### config.mk
export PLATFORM = sky130hd
export DESIGN_NAME = mp3_frame_sync
export DESIGN_NICKNAME = d
export VERILOG_FILES = /design/src/rtl/mp3_frame_sync.sv
export SDC_FILE = /design/constraint.sdc
export NUM_CORES = 1
export LEC_CHECK = 0
export CORE_MARGIN = 5
export CORE_UTILIZATION = 32
export CTS_BUF_LIST = sky130_fd_sc_hd__clkbuf_2 sky130_fd_sc_hd__clkbuf_4 sky130_fd_sc_hd__clkbuf_8
export CTS_CLUSTER_SIZE = 14
export DETAILED_ROUTE_END_ITERATION = 7
export PLACE_DENSITY = 0.55
export REMOVE_ABC_BUFFERS = 1
export SYNTH_ARGS = -nofsm -noshare
export SYNTH_HDL_FRONTEND = slang
export SYNTH_SLANG_ARGS = --single-unit
export TNS_END_PERCENT = 10
### constraint.sdc
create_clock -name clk -period 4.7 [get_ports clk]
set_clock_uncertainty 0.05 [all_clocks]
set_input_delay 0.94 -clock clk [delete_from_list [all_inputs] [get_ports clk]]
set_output_delay 0.94 -clock clk [all_outputs]
set_load 0.01 [all_outputs]
### src/rtl/mp3_frame_sync.sv
// mp3_frame_sync: MPEG-1 Layer III byte-stream frame synchroniser.
// Hunts for a header, confirms it at frame boundaries, forwards payload.
module mp3_frame_sync #(
    parameter int LOCK_COUNT = 2,
    parameter bit PASS_CRC   = 1'b0
) (
    input  logic        clk,
    input  logic        rst_n,
    input  logic [7:0]  axiid,
    input  logic        axiiv,
    output logic [7:0]  axiod,
    output logic        axiov,
    output logic        frame_start,
    output logic        locked,
    output logic        sync_lost,
    output logic        prot,
    output logic        padding,
    output logic [1:0]  samp_rate,
    output logic [1:0]  mode,
    output logic [1:0]  mode_ext,
    output logic [1:0]  emphasis,
    output logic [3:0]  bitrate_idx,
    output logic [10:0] frame_size
);

    typedef enum logic [1:0] {HUNT, CONFIRM, LOCKED} state_t;

    localparam logic [2:0] LC = 3'(LOCK_COUNT);

    state_t      state;
    // Only the low three bytes of history ever reach a candidate word.
    logic [23:0] sr;
    logic [10:0] idx;
    logic [10:0] fsz;
    logic [2:0]  match;
    logic [2:0]  ref_id;
    logic [1:0]  ref_sf;
    logic [13:0] hdr_q;

    logic [31:0] cand;
    logic        hdr_ok;
    logic        bnd_ok;
    logic        at_hdr;
    logic        fwd;
    logic [10:0] cand_fs;
    logic [10:0] idx_nxt;

    function automatic logic [10:0] frame_bytes(
        input logic [3:0] br,
        input logic [1:0] sf,
        input logic       pad
    );
        logic [8:0]  kbps;
        logic [10:0] tab;
        logic [11:0] x9;
        logic [10:0] base;
        case (br)
            4'd1:    begin kbps = 9'd32;  tab = 11'd104;  end
            4'd2:    begin kbps = 9'd40;  tab = 11'd130;  end
            4'd3:    begin kbps = 9'd48;  tab = 11'd156;  end
            4'd4:    begin kbps = 9'd56;  tab = 11'd182;  end
            4'd5:    begin kbps = 9'd64;  tab = 11'd208;  end
            4'd6:    begin kbps = 9'd80;  tab = 11'd261;  end
            4'd7:    begin kbps = 9'd96;  tab = 11'd313;  end
            4'd8:    begin kbps = 9'd112; tab = 11'd365;  end
            4'd9:    begin kbps = 9'd128; tab = 11'd417;  end
            4'd10:   begin kbps = 9'd160; tab = 11'd522;  end
            4'd11:   begin kbps = 9'd192; tab = 11'd626;  end
            4'd12:   begin kbps = 9'd224; tab = 11'd731;  end
            4'd13:   begin kbps = 9'd256; tab = 11'd835;  end
            4'd14:   begin kbps = 9'd320; tab = 11'd1044; end
            default: begin kbps = 9'd0;   tab = 11'd0;    end
        endcase
        x9 = {kbps, 3'b000} + {3'b000, kbps};
        case (sf)
            2'b00:   base = tab;
            2'b01:   base = {2'b00, kbps} + {1'b0, kbps, 1'b0};
            default: base = x9[11:1];
        endcase
        return base + {10'd0, pad};
    endfunction

    // Candidate header decode and frame position bookkeeping.
    always_comb begin
        cand    = {sr, axiid};
        hdr_ok  = (cand[31:20] == 12'hFFF) && cand[19] &&
                  (cand[18:17] == 2'b01) &&
                  (cand[15:12] != 4'h0) && (cand[15:12] != 4'hF) &&
                  (cand[11:10] != 2'b11) && (cand[1:0] != 2'b10);
        bnd_ok  = hdr_ok && (cand[19:17] == ref_id) &&
                  (cand[11:10] == ref_sf);
        cand_fs = frame_bytes(cand[15:12], cand[11:10], cand[9]);
        at_hdr  = (idx == 11'd3);
        idx_nxt = (idx == fsz - 11'd1) ? 11'd0 : idx + 11'd1;
        fwd     = (idx >= 11'd4) && (PASS_CRC || prot || idx > 11'd5);
    end

    // Hunt/confirm/locked state machine with registered outputs.
    always_ff @(posedge clk or negedge rst_n) begin
        if (!rst_n) begin
            state       <= HUNT;
            sr          <= '0;
            idx         <= '0;
            fsz         <= '0;
            match       <= '0;
            ref_id      <= '0;
            ref_sf      <= '0;
            hdr_q       <= '0;
            frame_size  <= '0;
            axiod       <= '0;
            axiov       <= 1'b0;
            frame_start <= 1'b0;
            locked      <= 1'b0;
            sync_lost   <= 1'b0;
        end else begin
            axiov       <= 1'b0;
            frame_start <= 1'b0;
            sync_lost   <= 1'b0;
            if (axiiv) begin
                sr <= cand[23:0];
                unique case (state)
                    HUNT: begin
                        if (hdr_ok) begin
                            ref_id <= cand[19:17];
                            ref_sf <= cand[11:10];
                            fsz    <= cand_fs;
                            idx    <= 11'd4;
                            match  <= 3'd1;
                            if (LC == 3'd1) begin
                                state       <= LOCKED;
                                locked      <= 1'b1;
                                frame_start <= 1'b1;
                                frame_size  <= cand_fs;
                                hdr_q <= {cand[16:9], cand[7:4], cand[1:0]};
                            end else begin
                                state <= CONFIRM;
                            end
                        end
                    end
                    CONFIRM: begin
                        idx <= idx_nxt;
                        if (at_hdr) begin
                            if (bnd_ok) begin
                                fsz   <= cand_fs;
                                match <= match + 3'd1;
                                if (match + 3'd1 == LC) begin
                                    state       <= LOCKED;
                                    locked      <= 1'b1;
                                    frame_start <= 1'b1;
                                    frame_size  <= cand_fs;
                                    hdr_q <= {cand[16:9], cand[7:4], cand[1:0]};
                                end
                            end else begin
                                state <= HUNT;
                            end
                        end
                    end
                    LOCKED: begin
                        idx <= idx_nxt;
                        if (at_hdr) begin
                            if (bnd_ok) begin
                                fsz         <= cand_fs;
                                frame_start <= 1'b1;
                                frame_size  <= cand_fs;
                                hdr_q <= {cand[16:9], cand[7:4], cand[1:0]};
                            end else begin
                                state     <= HUNT;
                                locked    <= 1'b0;
                                sync_lost <= 1'b1;
                            end
                        end else if (fwd) begin
                            axiod <= axiid;
                            axiov <= 1'b1;
                        end
                    end
                    default: state <= HUNT;
                endcase
            end
        end
    end

    assign prot        = hdr_q[13];
    assign bitrate_idx = hdr_q[12:9];
    assign samp_rate   = hdr_q[8:7];
    assign padding     = hdr_q[6];
    assign mode        = hdr_q[5:4];
    assign mode_ext    = hdr_q[3:2];
    assign emphasis    = hdr_q[1:0];

endmodule
==> metrics, run 1 <==
die height between 100 and 150 um; hold buffer count at cts 0; max-cap violation count 0; register bit total from synthesis 93; worst rel slew slack a little under two fifths; Yosys top cell area share between 40% and 50%; HP Class reg -> reg; period utilization a little over four fifths; CTS Buffer Depth 2; worst-margin pin slew ~950 ps; Overflow after GRT 0; GRT Overall Usage between 10% and 20%; RSZ-0062 raised after global routing false; Worst IR Drop VDD between 150 and 200 uV; row count 48; setup slack, reg-to-reg approximately 720 ps; drt pass-1 iters 4; clock-pin slew on the worst setup and hold paths about 100 ps; pin count of the biggest net entering global routing 66; Hold Vio Cnt, Final 0; Max Clock Freq approximately 0.25 GHz; Critical Path AT 4180 ps; leading area contributor after synthesis dfrtp_1; Max Slew Vio Count 0; post-CTS sizing 0; total die area 20,500 sq um; Via Count between 4,000 and 5,000; reg2reg start sr[4]$_DFFE_PN0P_; ANT nets after route 0; Mapped Area between 5000 and 6000 sq um; Setup-failing EPs final 0; Clock Tree Root clkbuf_8; final instance area ~6500 sq um; maximum fanout along the worst path 11; Startpoint Class flip-flop; number of synthesized flops with an enable pin 0; Layout Nets 628; termination of the worst setup path frame_size[9]$_DFFE_PN0P_; Detailed Place HPWL 10.0 mm; ys async rst share 100%; yosys warns 0; Area growth, synth to finish 14.9%; initial antenna violation count 0; Syn Inst Count approximately 550; Die W 143 um; largest cells by area after synthesis dfrtp_1, mux2_2, ha_1; TritonCTS clock tree built; CTS Buf Count 9; CTS sink count 93; ant diodes 0; crit path from sr[4]$_DFFE_PN0P_; Inst Count DP 800; Setup Fix Bufs, Post-CTS 0; Critical Path RT 4910 ps; status finished, final reports clean; worst skew pair latency between 300 and 400 ps; Synth Flop Type dfrtp_1; vias in the first global route 4,306; I/O pins 48; critical path type reg -> reg; port bufs 47; P per Cell Area 335 nW/um^2; routed len/inst ~17 um; post-synthesis sequential area ratio 41.1%; core area 17,400 sq um; GP Congestion 0.839; DRC 0; end of the worst register-to-register path frame_size[9]$_DFFE_PN0P_; Distinct cells, synth 72; mean area per synthesized cell ~10 sq um; starting density of the core between 30% and 40%; R2R depth 12; Vias/cell 5.09; H-Tree Depth 3; drt total wl 13.5 mm; setup_tns 0 ps; Setup crit end kind flip-flop; placed inst area 6300 sq um; Cell Count, Final, Fillers Out between 800 and 900; Leakage ~0.0029 uW; fraction of layout cells with a size suffix above 1 around 17%; Iter 0 DRT Violations 215; first-pass GRT wire length about 23 mm; Final min period ~4000 ps
==> flip-flops by register name (all words and copies together), names as in the netlist <==
register / count
axiod: 8
axiov: 1
frame_size: 11
frame_start: 1
fsz: 11
hdr_q: 14
idx: 11
locked: 1
match: 3
ref_id: 3
ref_sf: 2
sr: 24
state: 2
sync_lost: 1
==> through the flow <==
step	worst slack [ps]	power [uW]	hold slack, ps	util (%)
after floorplan	1270	1410	410	-
after global placement	872	1590	422	36.3
after detailed placement	774	1600	424	36.3
after CTS	728	2210	443	37.5
after global routing	456	2330	478	37.5
final	724	2180	434	37.5
==> logic make-up (layout without fill, tap and decap cells) <==
logic type,after synthesis,count (layout),synth area share (%)
and+or+nand+nor,162,162,15.7
buffers and inverters,55,93,4.53
muxes,66,66,13.5
xor gates and xnor gates,34,34,5.25
AOI/OAI and AO/OA,111,111,12.8
adders and majority gates,31,31,7.11
DFF,93,93,41.1
==> layout by cell type, fill, tap and decap left out, types with 13 or more instances in the layout <==
cell / netlist / routed
a21oi_1: 18 / 18
clkdlybuf4s50_1: 0 / 46
dfrtp_1: 93 / 93
ha_1: 29 / 29
inv_1: 26 / 26
mux2_2: 50 / 50
nand2_1: 42 / 42
nand3_1: 13 / 13
nor2_1: 28 / 28
nor3_1: 14 / 14
o21ai_0: 45 / 45
xnor2_1: 21 / 21
xor2_1: 13 / 13
==> cell usage after synthesis (3+ instances only) <==
library cell,n
dfrtp_1,93
mux2_2,50
o21ai_0,45
nand2_1,42
ha_1,29
nor2_1,28
inv_1,26
xnor2_1,21
a21oi_1,18
nor3_1,14
nand3_1,13
xor2_1,13
clkbuf_1,12
buf_2,10
mux2i_1,9
nand4_1,9
nor2b_1,9
nand2b_1,8
mux2_4,6
or2_2,6
a22o_1,5
nor3b_1,5
a211oi_1,4
o31ai_1,4
a21boi_0,3
a221oi_1,3
and3_1,3
buf_6,3
nand3b_1,3
nor4_1,3
==> per-layer routing <==
layer	wire [um]	vias to the layer above	GRT usage, %
li1	-	2033	-
met2	6260	87	22.2
met5	0	-	0
met3	677	15	3.88
met4	212	0	3.50
met1	6310	2010	18.8
==> worst min path at each step <==
stage                                          from                        end  slack (ps)  cells after the start
after global routing              sr[0]$_DFFE_PN0P_          sr[8]$_DFFE_PN0P_         480                      1
after floorplan               ref_id[0]$_DFFE_PN0P_      ref_id[0]$_DFFE_PN0P_         410                      1
final                     frame_size[8]$_DFFE_PN0P_  frame_size[8]$_DFFE_PN0P_         430                      2
after global placement    frame_size[8]$_DFFE_PN0P_  frame_size[8]$_DFFE_PN0P_         420                      2
after CTS                 frame_size[8]$_DFFE_PN0P_  frame_size[8]$_DFFE_PN0P_         440                      2
after detailed placement  frame_size[8]$_DFFE_PN0P_  frame_size[8]$_DFFE_PN0P_         420                      2
==> layout make-up <==
cell class | instances | area (sq um)
well taps | 225 | 282
clock inverters | 5 | 85.1
fillers | 1709 | 10800
flip-flops and latches | 93 | 2330
inverters | 26 | 97.6
clock buffers | 10 | 131
repair buffers | 52 | 505
multi-input cells | 404 | 3080
==> worst max-delay path, cell delays in order (launching register included) <==
cell	delay, ps
dfrtp_1	540
inv_1	200
ha_1	410
inv_1	50
mux4_2	550
fa_1	490
nand3_1	130
a211oi_1	80
a31o_2	220
a221oi_1	470
nand4_1	180
xor2_1	190
mux2_2	270
==> power by group <==
part           internal, uW  switching, uW
combinational           255            348
clock                   306            291
sequential              870            116
(Power assumes the default switching activity.)
==> inputs of run 2 (changes only) <==
==> constraint.sdc (replaced) <==
create_clock -name clk -period 4.07 [get_ports clk]
set_clock_uncertainty 0.05 [all_clocks]
set_input_delay 0.814 -clock clk [delete_from_list [all_inputs] [get_ports clk]]
set_output_delay 0.814 -clock clk [all_outputs]
set_load 0.01 [all_outputs]
==> run 2 against run 1 <==
  * Setup slack worse by 290 ps
  * Non-clock buffer count up 5
  * Wire length rose by 0.65%
  * Final area hardly changed
  * Worst hold slack got worse by 66 ps
  * Critical endpoint unchanged
  * Largest cell class unchanged
  * Via count increased by 1.3%
  * Cell count increased by 0.74%
  * Global-route usage increased by 0.17 points
  * Power increased by 12%
  * First-iteration DRC count is 28% higher
  * Critical path depth unchanged
  * Die area stayed put
==> metrics, run 2 (synthesized netlist as in run 1, its figures left out) <==
status finished, final reports clean; drt total wl between 10 and 15 mm; maximum fanout along the worst path 7; clock-pin slew on the worst setup and hold paths roughly 110 ps; ANT nets after route 0; routed len/inst approximately 17 um; Overflow after GRT 0; Die W about 140 um; worst skew pair latency around 400 ps; worst-margin pin slew between 900 and 1000 ps; placed inst area between 6000 and 7000 sq um; DRC 0; initial antenna violation count 0; max reg flops 24; Layout Nets 633; CP most frequent cell inv_1; Detailed Place HPWL roughly 10 mm; first-pass GRT wire length 23.0 mm; port bufs 47; number of fillers in the final layout around 1,700; Setup crit end kind flip-flop; Cell Count, Final, Fillers Out 821; worst rel slew slack 36.6%; commonest non-fill, non-tap cell in the layout dfrtp_1; Max Clock Freq 0.275 GHz; row count 48; Power Total ~2400 uW; Vias/cell around 5.1; Max Slew Vio Count 0; Most flops, register sr; max-cap violation count 0; drt pass-1 iters 5; Final min period around 3600 ps; period utilization approximately 89%; GRT Overall Usage between 10% and 20%; CP Cell Sequence inv_1 > ha_1 > inv_1 > mux4_2 > fa_1 > nand3_1 > a211oi_1 > a31o_2 > a221oi_1 > nand4_1 > xor2_1 > mux2_2; Startpoint Class flip-flop; CTS Buffer Depth 2; Iter 0 DRT Violations about 280; Setup-failing EPs final 0; ant diodes 0; HP Class in -> async; Area growth, synth to finish 15.0%; Setup Fix Bufs, Post-CTS 0; pin count of the biggest net entering global routing 45; CTS Buf Count 9; core area between 15,000 and 20,000 sq um; post-CTS sizing 0; P per Cell Area 374 nW/um^2; final instance area roughly 6500 sq um; RSZ-0062 raised after global routing false; most frequent cells in the layout dfrtp_1, mux2_2, clkdlybuf4s50_1; Hold Vio Cnt, Final 0; CTS sink count 93; R2R depth 12; Critical Path RT between 4000 and 5000 ps; final core utilization between 30 and 40%; fraction of layout cells with a size suffix above 1 roughly 18%; starting density of the core 32.7%; Clock Tree Root clkbuf_8; Worst IR Drop VDD ~160 uV; Top Registers sr (24), hdr_q (14); Critical Path AT 3860 ps; Via Count 4,199; critical path's slowest cell mux4_2; hold buffer count at cts 0; GP Congestion between 0.8 and 0.9; vias in the first global route around 4,300; critical path type reg -> reg; setup_tns 0 ps; Crit path largest cell delay about 540 ps; I/O pins 48; Inst Count DP 805; TritonCTS clock tree built; Leakage between 0.002 and 0.003 uW; H-Tree Depth 3; die height 143 um; total die area around 20,000 sq um
-- run 2: cell types whose count changed in the layout (fill, tap and decap cells not counted), sizes merged --
cell / change
buf: +5
bufinv: -2
clkinv: +1
clkinvlp: +1
inv: +1
-- run 2: final timing paths --
check / end / slack [ps] / start
min in group clk: frame_size[7]$_DFFE_PN0P_ / 450 / frame_size[7]$_DFFE_PN0P_
worst max-delay path: frame_size[9]$_DFFE_PN0P_ / 430 / sr[5]$_DFFE_PN0P_
worst min register to register: frame_size[7]$_DFFE_PN0P_ / 450 / frame_size[7]$_DFFE_PN0P_
worst max register to register: frame_size[9]$_DFFE_PN0P_ / 430 / sr[5]$_DFFE_PN0P_
worst min-delay path: axiod[3]$_DFFE_PN0P_ / 370 / rst_n
max in group asynchronous: sr[21]$_DFFE_PN0P_ / 2770 / rst_n
-- run 2: worst max-delay path: cells and delay by family, from the launching register on --
family	cells	cell delay, ps
flops	1	350
fa+ha+maj	2	870
simple gates	2	320
xor+xnor	1	200
compound gates	3	740
buf+inv	2	170
mux	2	810
-- run 2: power breakdown --
group	total, uW	internal, uW	switching [uW]
clock	602	243	359
combinational	711	298	413
sequential	1120	1000	119
-- run 2: per-layer routing --
| layer | track usage (%) | vias up | routed length (um) |
|---|---|---|---|
| met5 | 0 | - | 0 |
| met4 | 3.20 | 0 | 194 |
| met3 | 3.58 | 11 | 452 |
| met2 | 22.4 | 78 | 6270 |
| met1 | 19.5 | 2070 | 6640 |
| li1 | - | 2040 | - |
-- run 2: stage by stage --
stage	hold WS [ps]	setup slack (ps)
2_1_floorplan	410	639
6_report	368	434
4_1_cts	355	471
3_3_place_gp	419	603
3_5_place_dp	429	513
5_1_grt	397	145
-- run 2: cell type report --
type,instances,area [sq um],area share [%]
Multi-Input combinational cell,404,3080,47.3
Sequential cell,93,2330,35.7
Timing Repair Buffer,57,543,8.33
Tap cell,225,282,4.32
Clock buffer,10,138,2.11
Inverter,26,97.6,1.50
Clock inverter,6,46.3,0.710
==> edit 1, RTL diff (settings of run 2) <==
Register the outputs `padding`, `samp_rate`, `mode`, `mode_ext`, `emphasis` and `bitrate_idx`, with the module's reset; this adds one clock of latency there. The other outputs are not delayed to match.
--- a/src/rtl/mp3_frame_sync.sv
+++ b/src/rtl/mp3_frame_sync.sv
@@ -180,11 +180,22 @@
     end
 
     assign prot        = hdr_q[13];
-    assign bitrate_idx = hdr_q[12:9];
-    assign samp_rate   = hdr_q[8:7];
-    assign padding     = hdr_q[6];
-    assign mode        = hdr_q[5:4];
-    assign mode_ext    = hdr_q[3:2];
-    assign emphasis    = hdr_q[1:0];
+    always_ff @(posedge clk or negedge rst_n) begin
+        if (!rst_n) begin
+            padding     <= '0;
+            samp_rate   <= '0;
+            mode        <= '0;
+            mode_ext    <= '0;
+            emphasis    <= '0;
+            bitrate_idx <= '0;
+        end else begin
+            padding     <= hdr_q[6];
+            samp_rate   <= hdr_q[8:7];
+            mode        <= hdr_q[5:4];
+            mode_ext    <= hdr_q[3:2];
+            emphasis    <= hdr_q[1:0];
+            bitrate_idx <= hdr_q[12:9];
+        end
+    end
 
 endmodule
Function: same outputs for any inputs over 4 cycles, from zero or initial values and one cycle with rst_n low; that may be too few to reach the edited logic, so the function may still have changed.
==> edit 1 against run 2 <==
Final cell count is 1.8% higher. Global-route usage is 0.96 points lower. Cell area increased by 5.8%. Setup slack got worse by 140 ps. Sequential cell count rose by 13. Combinational power rose by 8.9%. Routed wire length fell by 0.22%. Total power up 12%. Clock power up 18%. Critical path type unchanged. Largest power group unchanged. Sequential power rose by 13%. Area after synthesis rose by 4.5%.
==> edit 1: results (changes against run 2) <==
outcome=finished clean (unchanged); total length of routed met3 wires=509 microns (was 452 microns); All-Layer GR Usage=0.132 (was 0.141); P_leak=3.14 nW (was 2.88 nW); clk tree area frac=0.0314 (was 0.0282); worst reg2reg setup slack=290 ps (was 430 ps); largest net degree at the start of global routing=70 (was 45); commonest cells in the netlist=dfrtp_1 (106), mux2_2 (45), nand2_1 (35), ha_1 (29), inv_1 (29) (was dfrtp_1 (93), mux2_2 (50), o21ai_0 (45), nand2_1 (42), ha_1 (29)); vias in the first global route=4462 (was 4338); sequential area share after synthesis=0.448 (was 0.411); Signal buf overhead=0.0863 (was 0.0833); GPL Wtd Cong=0.870 (was 0.850); DR iter-0 viols=321 (was 276); grt met3 use=0.0304 (was 0.0358); multi-input gates=390 (was 404); nets=644 (was 633); Placed Instances=820 (was 805); ranking of synthesized cells by area=dfrtp_1 (45%), mux2_2 (8.6%), ha_1 (6.1%) (was dfrtp_1 (41%), mux2_2 (9.9%), ha_1 (6.4%)); cell class contributing the biggest share of worst-path delay=compound AO/OA/AOI/OAI gates (was adder cells); HPWL Detailed=10000 microns (was 10100 microns); fraction of standard cell area in multi-input logic=0.439 (was 0.473); hold crit path type=flop to flop (was input pin to asynchronous set/reset pin); final wirelength=13500 microns (was 13600 microns); Worst Reg-to-Reg Cells=14 (was 12); DR vias/cell=5.16 (was 5.11); CTS Sinks=106 (was 93); Post-Syn Instances=556 (was 552); Seq area share=0.385 (was 0.357)
[edit 1: per-stage QoR]
step	cell area [sq um]	hold WS (ps)	worst slack [ps]	total power [mW]
6_report	6900	332	294	2.74
5_1_grt	6900	344	21.6	2.92
4_1_cts	6890	337	230	2.77
3_5_place_dp	6680	313	257	2.05
3_3_place_gp	6680	306	347	2.02
2_1_floorplan	5790	300	304	1.81
[edit 1: report_power, final]
| group | switching (mW) | internal [mW] |
|---|---|---|
| logic | 0.428 | 0.345 |
| registers | 0.119 | 1.14 |
| clock network | 0.392 | 0.316 |
[edit 1: kinds of logic (layout without fill, tap and decap cells)]
group | Yosys count | in the layout | share of synthesized area
buf+inv | 60 | 111 | 0.0418
mux | 69 | 69 | 0.132
simple gates | 149 | 149 | 0.136
xor+xnor | 34 | 34 | 0.0503
flops | 106 | 106 | 0.448
compound gates | 107 | 107 | 0.124
fa+ha+maj | 31 | 31 | 0.0680
==> edit 2, RTL diff (config.mk and constraints of run 2) <==
Without the edit above. Set the parameter `PASS_CRC` to 1'b1 (it was 1'b0).
--- a/src/rtl/mp3_frame_sync.sv
+++ b/src/rtl/mp3_frame_sync.sv
@@ -2,7 +2,7 @@
 // Hunts for a header, confirms it at frame boundaries, forwards payload.
 module mp3_frame_sync #(
     parameter int LOCK_COUNT = 2,
-    parameter bit PASS_CRC   = 1'b0
+    parameter bit PASS_CRC   = 1'b1
 ) (
     input  logic        clk,
     input  logic        rst_n,
Check against the original RTL: no difference found for any inputs over 4 cycles, from zero or initial values and one cycle with rst_n low; that may be too few to reach the edited logic, so the function may still have changed.
==> edit 2 against run 2 <==
Count of clock-buffer cells in the layout is the same. Core utilization rose by 0.44 points. Setup slack got worse by 140 ps. Sequential share of layout area fell by 0.15 points. Sequential cell count did not move. Routed wire length down 2.8%. Cell area up 0.48%. Area after synthesis fell by 1.3%. Non-clock buffer count increased by 6. Total power rose by 11%.
==> edit 2: results (changes against run 2) <==
DR top layer=met4 (unchanged); Seq pwr share=0.444 (was 0.461); P_leak=2.88 nW (about the same); Worst Path Max Fanout=9 (was 7); n_diodes=0 (unchanged); placed inst area=0.00635 sq mm (was 0.00633 sq mm); Worst Reg-to-Reg Cells=13 (was 12); ys async rst share=1.00 (unchanged); DR iter-0 viols=254 (was 276); largest net degree at the start of global routing=78 (was 45); sequential area share after synthesis=0.416 (was 0.411); HPWL Detailed=9900 microns (was 10100 microns); worst r2r src=sr[5] (unchanged); DR vias/cell=5.06 (was 5.11); Arr. time, crit path=3980 ps (was 3860 ps); layout cell share with drive strength beyond 1=0.153 (was 0.180); postcts setup bufs=0 (unchanged); worst slack, placed=265 ps (was 513 ps); worst slew pin tran=1090 ps (was 952 ps); maximum VDD drop=0.352 mV (was 0.162 mV); Placed Instances=802 (was 805); library cells used by synthesis=65 (was 72); met2 Usage GRT=0.224 (about the same); antenna violations before repair=0 (unchanged); per-cell routed wire length=16.1 microns (was 16.5 microns); Detailed Routing Iterations Pass 1=4 (was 5); P_sw=955 uW (was 891 uW); Largest regs=sr: 24 flops, hdr_q: 14 flops (unchanged); vias in the first global route=4366 (was 4338); min-delay src=hdr_q[0]; hold crit path type=flop to flop (was input pin to asynchronous set/reset pin); comb pwr=867 uW (was 711 uW); top_reg_cell synth=dfrtp_1 (unchanged); worst reg2reg setup slack=300 ps (was 430 ps); metal2 WL=6240 microns (was 6270 microns); H-tree depth=3 (unchanged); syn avg cell area=10.4 sq um (was 10.3 sq um); wl on met1=6040 microns (was 6640 microns); crit path setup slack, layout=297 ps (was 434 ps); later-pin clock latency in the skew report=380 ps (was 400 ps); WHS Endpoint=hdr_q[0]; outcome=finished clean (unchanged); CP max stage cell=dfrtp_2 (was mux4_2); commonest cells in the netlist=dfrtp_1 (93), mux2_2 (41), nand2_1 (35), inv_1 (31), ha_1 (28) (was dfrtp_1 (93), mux2_2 (50), o21ai_0 (45), nand2_1 (42), ha_1 (29)); via count=4138 (was 4199); grt met3 use=0.0373 (was 0.0358); synthesis warning total=0 (unchanged); WHS=450 ps (was 368 ps); total length of routed met3 wires=649 microns (was 452 microns); met1 usage=0.180 (was 0.195); Worst-path clk slew=90 ps (was 110 ps); All-Layer GR Usage=0.138 (was 0.141); Tot Pwr=2.71 mW (was 2.44 mW); root buf cell=clkbuf_8 (unchanged); Max stage delay on crit path=470 ps (was 540 ps); GPL Wtd Cong=0.903 (was 0.850); nets=629 (was 633); ranking of synthesized cells by area=dfrtp_1 (42%), mux2_2 (8.3%), ha_1 (6.3%) (was dfrtp_1 (41%), mux2_2 (9.9%), ha_1 (6.4%)); first-pass GRT wire length=22400 microns (was 23000 microns); crit path to=frame_size[9] (unchanged)
[edit 2: cell types whose count changed in the layout (fill, tap and decap cells not counted), moves of 6 or more]
cell / before / now
mux2_4: 6 / 0
o22ai_1: 2 / 10
nand2_1: 42 / 35
o21ai_1: 1 / 8
mux2_1: 0 / 19
o21ai_0: 45 / 18
mux2_2: 50 / 41
[edit 2: kinds of logic after synthesis]
family                     count (synthesis)  synth area share
adders and majority gates                 30            0.0698
DFF                                       93             0.416
muxes                                     73             0.146
xor gates and xnor gates                  35            0.0548
and+or+nand+nor                          159             0.157
AOI/OAI and AO/OA                         93             0.112
buffers and inverters                     55            0.0438
[edit 2: area by class of cell]
cell class | count | area [sq um]
Clock inverter | 6 | 70.1
Fill cell | 1658 | 10700
Tap cell | 225 | 282
Inverter | 31 | 116
Sequential cell | 93 | 2330
Clock buffer | 10 | 131
Timing Repair Buffer | 63 | 601
Multi-Input combinational cell | 390 | 3020
